--- src/rtl/mem_stage_dcache_ctrl.sv ---
// MEM-stage data-cache sequencer: one access for LDR/LDB/STR/STB/TRAP, or pointer-read plus final access for LDI/STI.
// Latency: done one cycle after the final access's resp; a single access answered N cycles after request gives done at N+1.
// Backpressure: holds the pipeline via mem_stall until done; each cache request is held until dcache_resp.
module mem_stage_dcache_ctrl #(
    parameter int ADDR_W = 16
) (
    input  logic              clk,
    input  logic              reset,
    input  logic              valid_in,
    input  logic              dcacheR,
    input  logic              dcacheW,
    input  logic              ldi_op,
    input  logic              sti_op,
    input  logic              stb_op,
    input  logic              d_mem_byte_sel,
    input  logic [ADDR_W-1:0] addr_in,
    input  logic [ADDR_W-1:0] store_data,
    output logic              dcache_read,
    output logic              dcache_write,
    output logic [ADDR_W-1:0] dcache_address,
    output logic [ADDR_W-1:0] dcache_wdata,
    output logic [1:0]        dcache_byte_enable,
    input  logic              dcache_resp,
    input  logic [ADDR_W-1:0] dcache_rdata,
    output logic              mem_stall,
    output logic [ADDR_W-1:0] mem_rdata,
    output logic              mem_done
);

    typedef enum logic [1:0] {IDLE, ACC1, ACC2, DONE} state_t;

    state_t            state, state_n;
    logic [ADDR_W-1:0] addr_q, data_q, ptr_q, rdata_q;
    logic              rd_q, ldi_q, sti_q, stb_q, ldb_q;

    logic              req;
    logic              indirect;
    logic              acc1_rd;
    logic              byte_acc;
    logic [ADDR_W-1:0] load_val;

    assign req      = valid_in & (dcacheR | dcacheW);
    assign indirect = ldi_q | sti_q;
    assign acc1_rd  = rd_q | indirect;
    // Byte lanes only apply when the first access is also the final one.
    assign byte_acc = (stb_q | ldb_q) & ~indirect;

    always_comb begin
        load_val = dcache_rdata;
        if (ldb_q) begin
            if (addr_q[0])
                load_val = {{(ADDR_W-8){dcache_rdata[15]}}, dcache_rdata[15:8]};
            else
                load_val = {{(ADDR_W-8){dcache_rdata[7]}}, dcache_rdata[7:0]};
        end
    end

    always_ff @(posedge clk) begin
        if (reset) begin
            state   <= IDLE;
            addr_q  <= '0;
            data_q  <= '0;
            ptr_q   <= '0;
            rdata_q <= '0;
            rd_q    <= 1'b0;
            ldi_q   <= 1'b0;
            sti_q   <= 1'b0;
            stb_q   <= 1'b0;
            ldb_q   <= 1'b0;
        end else begin
            state <= state_n;
            case (state)
                IDLE: begin
                    if (req) begin
                        addr_q <= addr_in;
                        data_q <= store_data;
                        rd_q   <= dcacheR;
                        ldi_q  <= ldi_op;
                        sti_q  <= sti_op;
                        stb_q  <= stb_op;
                        ldb_q  <= d_mem_byte_sel;
                    end
                end
                ACC1: begin
                    if (dcache_resp) begin
                        if (indirect)
                            ptr_q <= dcache_rdata;
                        else if (rd_q)
                            rdata_q <= load_val;
                    end
                end
                ACC2: begin
                    if (dcache_resp && ldi_q)
                        rdata_q <= dcache_rdata;
                end
                default: ;
            endcase
        end
    end

    always_comb begin
        state_n            = state;
        dcache_read        = 1'b0;
        dcache_write       = 1'b0;
        dcache_address     = '0;
        dcache_wdata       = '0;
        dcache_byte_enable = 2'b00;
        mem_done           = 1'b0;
        case (state)
            IDLE: begin
                if (req)
                    state_n = ACC1;
            end
            ACC1: begin
                dcache_read  = acc1_rd;
                dcache_write = ~acc1_rd;
                if (byte_acc) begin
                    dcache_address     = addr_q;
                    dcache_byte_enable = addr_q[0] ? 2'b10 : 2'b01;
                    dcache_wdata       = {data_q[7:0], data_q[7:0]};
                end else begin
                    dcache_address     = {addr_q[ADDR_W-1:1], 1'b0};
                    dcache_byte_enable = 2'b11;
                    dcache_wdata       = data_q;
                end
                if (dcache_resp)
                    state_n = indirect ? ACC2 : DONE;
            end
            ACC2: begin
                dcache_read        = ldi_q;
                dcache_write       = sti_q & ~ldi_q;
                dcache_address     = {ptr_q[ADDR_W-1:1], 1'b0};
                dcache_byte_enable = 2'b11;
                dcache_wdata       = data_q;
                if (dcache_resp)
                    state_n = DONE;
            end
            DONE: begin
                mem_done = 1'b1;
                state_n  = IDLE;
            end
            default: state_n = IDLE;
        endcase
    end

    assign mem_stall = req & (state != DONE);
    assign mem_rdata = rdata_q;

endmodule

--- config.mk ---
export PLATFORM = sky130hd
export DESIGN_NAME = mem_stage_dcache_ctrl
export DESIGN_NICKNAME = d
export VERILOG_FILES = /design/src/rtl/mem_stage_dcache_ctrl.sv
export SDC_FILE = /design/constraint.sdc
export NUM_CORES = 1
export LEC_CHECK = 0
export BUFFER_PORTS_ARGS = -buffer_cell sky130_fd_sc_hd__buf_2
export CORE_MARGIN = 4
export CORE_UTILIZATION = 54
export DETAILED_ROUTE_END_ITERATION = 6
export GPL_ROUTABILITY_DRIVEN = 1
export MAX_ROUTING_LAYER = met4
export PLACE_DENSITY = 0.88
export REMOVE_ABC_BUFFERS = 1
export SLEW_MARGIN = 20
export SYNTH_ARGS = -nofsm -noshare
export SYNTH_HDL_FRONTEND = slang
export SYNTH_SLANG_ARGS = --single-unit
--- constraint.sdc ---
create_clock -name clk -period 5.7 [get_ports clk]
set_clock_uncertainty 0.05 [all_clocks]
set_input_delay 1.14 -clock clk [delete_from_list [all_inputs] [get_ports clk]]
set_output_delay 1.14 -clock clk [all_outputs]
set_load 0.01 [all_outputs]
Word level (Yosys, flattened, before mapping)

Index checks and enable logic that the tools add are counted.

Register bits: 71
Logic and storage cells: 60
Output and inout port bits: 54
Bits of input ports: 58

Reduce and logical (&&, ||, !) cells: 7
Bitwise logic cells: 11
Mux-type cells: 22
Equal/unequal tests: 10

Operator list:

| kind                 | count |
|---|---|
| $mux W16             | 7 |
| $pmux W16 S2         | 3 |
| $ne A2 B2 Y1 const B | 7 |
| $mux W2              | 5 |
| $pmux W2 S4          | 1 |
| $reduce_and A3 Y1    | 2 |
| $reduce_and A5 Y1    | 1 |
| $and A1 B1 Y1        | 4 |
| $eq A2 B2 Y1 const B | 2 |
| $or A1 B1 Y1         | 4 |
| $pmux W1 S2          | 2 |
| $pmux W2 S2          | 1 |
| $mux W1              | 3 |
| $not A1 Y1           | 3 |
| $eq A2 B1 Y1 const B | 1 |
| $logic_not A2 Y1     | 1 |
| $reduce_and A2 Y1    | 1 |
| $reduce_bool A2 Y1   | 1 |
| $logic_and A1 B1 Y1  | 1 |

Depth between registers and ports, before layout

Word-level depth: 6
Gate-level depth with buffers: 8

Worst setup path before layout

Ideal clock, no wire load.

Kind: reg2out
Start point: register state[0]
End point: output dcache_wdata[10]
Cell stages (with the launch flop): 7
Arrival: 1.546 ns
Data required time: 4.510 ns
Path slack: 2.964 ns
Path buffers: 2
Path through: dfxtp_1 inv_1 ha_1 clkbuf_1 clkbuf_1 nand4_1 o21ai_0

Word-level cells in the longest chain between the ends: 2
Elaborated cells on any way between the ends: 3

Ends and longest elaborated chain:

| element                                             | line | text |
|---|---|---|
| from (decl)                                         | 32   | `state_t state, state_n;` |
| from (signal assigned)                              | 71   | `state <= state_n;` |
| $eq A2 B2 Y1 / $eq A2 B1 Y1 (equally long branches) | 109  | `case (state)` |
| $pmux W16 S2 (*)                                    | 109  |  |
| to (decl)                                           | 21   | `output logic [ADDR_W-1:0] dcache_wdata,` |

Mark *: on every way between the ends. The rest lies on a longest branch, timed or not.

Worst setup path in the final report

Start point: register state[1]
End point: output dcache_wdata[15]

The elaborated chain is that of the path after synthesis.

==> summary.txt <==
Clock network
  – Clock root buffer: sky130_fd_sc_hd__clkbuf_8
  – CTS tree: done
  – Hold buffer count at cts: 0
  – Maximum level of the CTS H-tree: 3
  – Total clock sinks: 70
  – Clock transition at the register clock pins on the worst setup and hold paths after CTS: 0.07 ns
  – CTS resizes: 0
  – CTS max path bufs: 2
  – Total clock buffers created by CTS: 9
  – Clock insertion delay at the later pin of the skew report: 0.34 ns
  – Setup repair bufs after CTS: 0

Power
  – Internal Pwr Total: roughly 920 uW
  – Power density relative to cell area: 378 nW/um2
  – Largest vdd supply drop: 0.000256 V
  – Part of the total power dissipated in sequential elements: 0.421
  – Leakage power of the design: 0.00176 uW
  – Switching power share of the total: 0.377
  – Fraction of power consumed by combinational cells: 0.334
  – Psw: between 500 and 600 uW
  – Clk network pwr share: 0.245

Synth
  – Top cell type by total area after synthesis: sky130_fd_sc_hd__dfxtp_1
  – Share of the synthesized area in the top cell type: 0.439
  – Most used flip-flop cell after synthesis: sky130_fd_sc_hd__dfxtp_1
  – Dominant combinational cell family by area after synthesis: simple AND/OR/NAND/NOR gates
  – Count of flip-flops with a built-in enable after synthesis: 0
  – Number of synthesized register bits: 70
  – Proportion of synthesized flip-flops having asynchronous set or reset: 0
  – Fraction of synthesized area in multiplexers: 0.0392
  – Post-synthesis xor/xnor area fraction: 0
  – Yosys warning count: 0
  – Sequential fraction of the synthesis area: 0.439
  – Commonest cells in the synthesized netlist: 119 x sky130_fd_sc_hd__nand2_1, 70 x sky130_fd_sc_hd__dfxtp_1, 54 x sky130_fd_sc_hd__a21oi_1
  – Area fraction in and, or, nand and nor cells after synthesis: 0.241
  – Synth Area in Compound Gates: 0.209
  – Post-synthesis area per instance: 7.91 um2
  – Gate Count Post-Synth: 404
  – Count leader, synth: sky130_fd_sc_hd__nand2_1
  – Share of synthesized cell area in full adder, half adder and majority cells: 0.0235
  – Distinct cells, synth: 35
  – Cell area after synthesis: between 3000 and 4000 um2
  – Largest cells by area after synthesis: sky130_fd_sc_hd__dfxtp_1 44%, sky130_fd_sc_hd__nand2_1 14%, sky130_fd_sc_hd__a21oi_1 8.5%, sky130_fd_sc_hd__a22o_1 4.1%, sky130_fd_sc_hd__mux2i_1 3.4%

Route
  – Vias: approximately 3200
  – DRC viols: 0
  – Total Wirelength: 8820 um
  – Final antenna-violating net count: 0
  – Wire per inst: 15.4 um
  – Wire length on met1: 3720 um
  – Met2 wire len: 4070 um
  – First-pass DRT Iterations: 5
  – Vias per inst: 5.60
  – Top sig layer: met4
  – Iter 0 DRT Violations: 175
  – Detailed-routed wire length on met3: approximately 800 um

Floorplan
  – Floorplan die area: 7210 um2
  – Placeable Area: between 5000 and 6000 um2
  – Starting utilization of the core area: 0.570
  – Top-level I/O count: 112
  – Die Span Y: 84.9 um
  – Die outline width: 84.9 um
  – Std-Cell Rows: 27

STA
  – Final Slew Violations: 0
  – Ratio of final minimum period to clock period: 0.701
  – Sum Neg Setup Slack: 0 ns
  – Setup-violating endpoint count in the final report: 0
  – Highest Clock Rate: 250 MHz
  – Shortest period the worst path allows: 3.99 ns
  – Final number of hold-violating endpoints: 0
  – Unrepaired setup endpoints after global routing: no
  – Actual slew at the worst max-slew pin: 0.969 ns
  – Max transition margin: 0.352
  – Fin Hold WS: slightly above 0.4 ns

Flow run
  – Maximum capacitance violations: 0

Setup path
  – Slowest Stage Delay on Critical Path: 0.76 ns
  – Critical Path Sink Type: output pin
  – Arrival time of the worst setup path: 2.80 ns
  – Number of buffers and inverters on the critical path: 2
  – Top Family by Delay on Critical Path: simple AND/OR/NAND/NOR gates
  – Register-to-register path setup slack: 3.31 ns
  – Crit Path Class: reg2out
  – Startpoint types: flop
  – Ordered list of cells on the worst path: inv_1 > ha_1 > and2_1 > a21o_1 > a32o_1 > buf_2
  – Critical Path RT: about 4.5 ns
  – Critical-path cell with the highest stage delay: sky130_fd_sc_hd__and2_1
  – CP Max Fanout: 21

Global route
  – Global-route wire length before repair: about 14000 um
  – Pin count of the biggest net entering global routing: 72
  – GRT Residual Overflow: 0
  – Via count of the first global-routing pass: 3091
  – Number of antenna violations at the first check in global routing: 0
  – Overall routing resource usage: 0.249

Final layout
  – Diode count: 0
  – Net count of the finished layout: 562
  – Total of fill cells in the finished design: around 490
  – Area growth syn-to-layout: 21.7%
  – Proportion of layout cells with a drive suffix above 1: 0.271

Placement
  – Number of input and output port buffers inserted: 111
  – Final weighted congestion in routability-driven placement: 0.934
  – Post-DP HPWL: a little over 6000 um

Hold path
  – Kind of path behind the tightest hold check: reg2reg

Run status
  – Outcome: complete, no violations
==> area by class of cell <==
| cell class | instances | area [um2] | share of cell area |
|---|---|---|---|
| repair buffers | 114 | 578 | 0.149 |
| well taps | 72 | 90.1 | 0.0232 |
| clock inverters | 4 | 22.5 | 0.00579 |
| flip-flops and latches | 70 | 1400 | 0.360 |
| multi-input cells | 301 | 1640 | 0.421 |
| inverters | 2 | 7.51 | 0.00193 |
| clock buffers | 11 | 151 | 0.0389 |
==> worst register-to-register path: stages (launching register included) <==
cell	delay (ns)
sky130_fd_sc_hd__dfxtp_1	0.39
sky130_fd_sc_hd__inv_1	0.13
sky130_fd_sc_hd__ha_1	0.31
sky130_fd_sc_hd__nor2b_1	0.62
sky130_fd_sc_hd__nand2_2	0.36
sky130_fd_sc_hd__mux2i_1	0.20
sky130_fd_sc_hd__a211oi_1	0.24
==> placed cells by master (no fill, tap or decap), drive strengths merged, types with 2 or more instances in the layout <==
cell / Yosys / final
o31ai: 7 / 7
o21ai: 12 / 12
a211oi: 9 / 9
clkinv: 0 / 3
nand4: 8 / 8
and2: 11 / 11
o21a: 2 / 2
buf: 15 / 114
dfxtp: 70 / 70
nand2: 120 / 120
ha: 6 / 6
nor2: 21 / 21
a21o: 4 / 4
clkbuf: 16 / 11
nor2b: 2 / 2
mux2i: 11 / 11
nand2b: 3 / 3
a22o: 15 / 15
a21oi: 54 / 54
inv: 2 / 2
nand3b: 7 / 7
==> layer usage <==
metal	track usage	vias to the layer above
li1	-	1566
met1	0.296	1459
met2	0.406	167
met3	0.0437	23
met4	0.125	0
met5	-	-
==> registers in the layout, summed over array words and instances, names as in the netlist <==
signal,cells
sti_q,1
state,2
ldi_q,1
ldb_q,1
data_q,16
mem_rdata,16
ptr_q,15
addr_q,16
rd_q,1
stb_q,1
==> metrics by stage <==
stage	worst slack [ns]	util	std cells	cell area, um2	power (uW)
after floorplan	2.70	-	373	3050	931
after global placement	2.27	0.662	559	3710	1090
after detailed placement	2.16	0.662	559	3710	1110
after CTS	1.79	0.693	574	3890	1470
after global routing	1.58	0.693	574	3890	1550
final	1.71	0.693	574	3890	1470
==> cells by family after synthesis <==
family / after synthesis
AOI/OAI and AO/OA: 107
adders and majority gates: 6
buffers and inverters: 33
DFF: 70
muxes: 12
and+or+nand+nor: 176
==> power groups by stage <==
stage	clock, uW	combinational (uW)	sequential (uW)
6_report	360	491	619
5_1_grt	386	539	628
4_1_cts	361	489	618
3_5_place_dp	0	484	628
3_3_place_gp	0	467	623
2_1_floorplan	0	302	628
==> final timing paths <==
kind / from / to / depth (start not counted)
max: state[1]$_SDFFE_PP0P_ / dcache_wdata[15] / 6
min reg2reg: addr_q[15]$_SDFFE_PP0P_ / addr_q[15]$_SDFFE_PP0P_ / 2
min: addr_q[15]$_SDFFE_PP0P_ / addr_q[15]$_SDFFE_PP0P_ / 2
max reg2reg: state[0]$_SDFFE_PP0P_ / mem_rdata[3]$_SDFFE_PP0P_ / 6
Power figures use the tool's default switching activity.
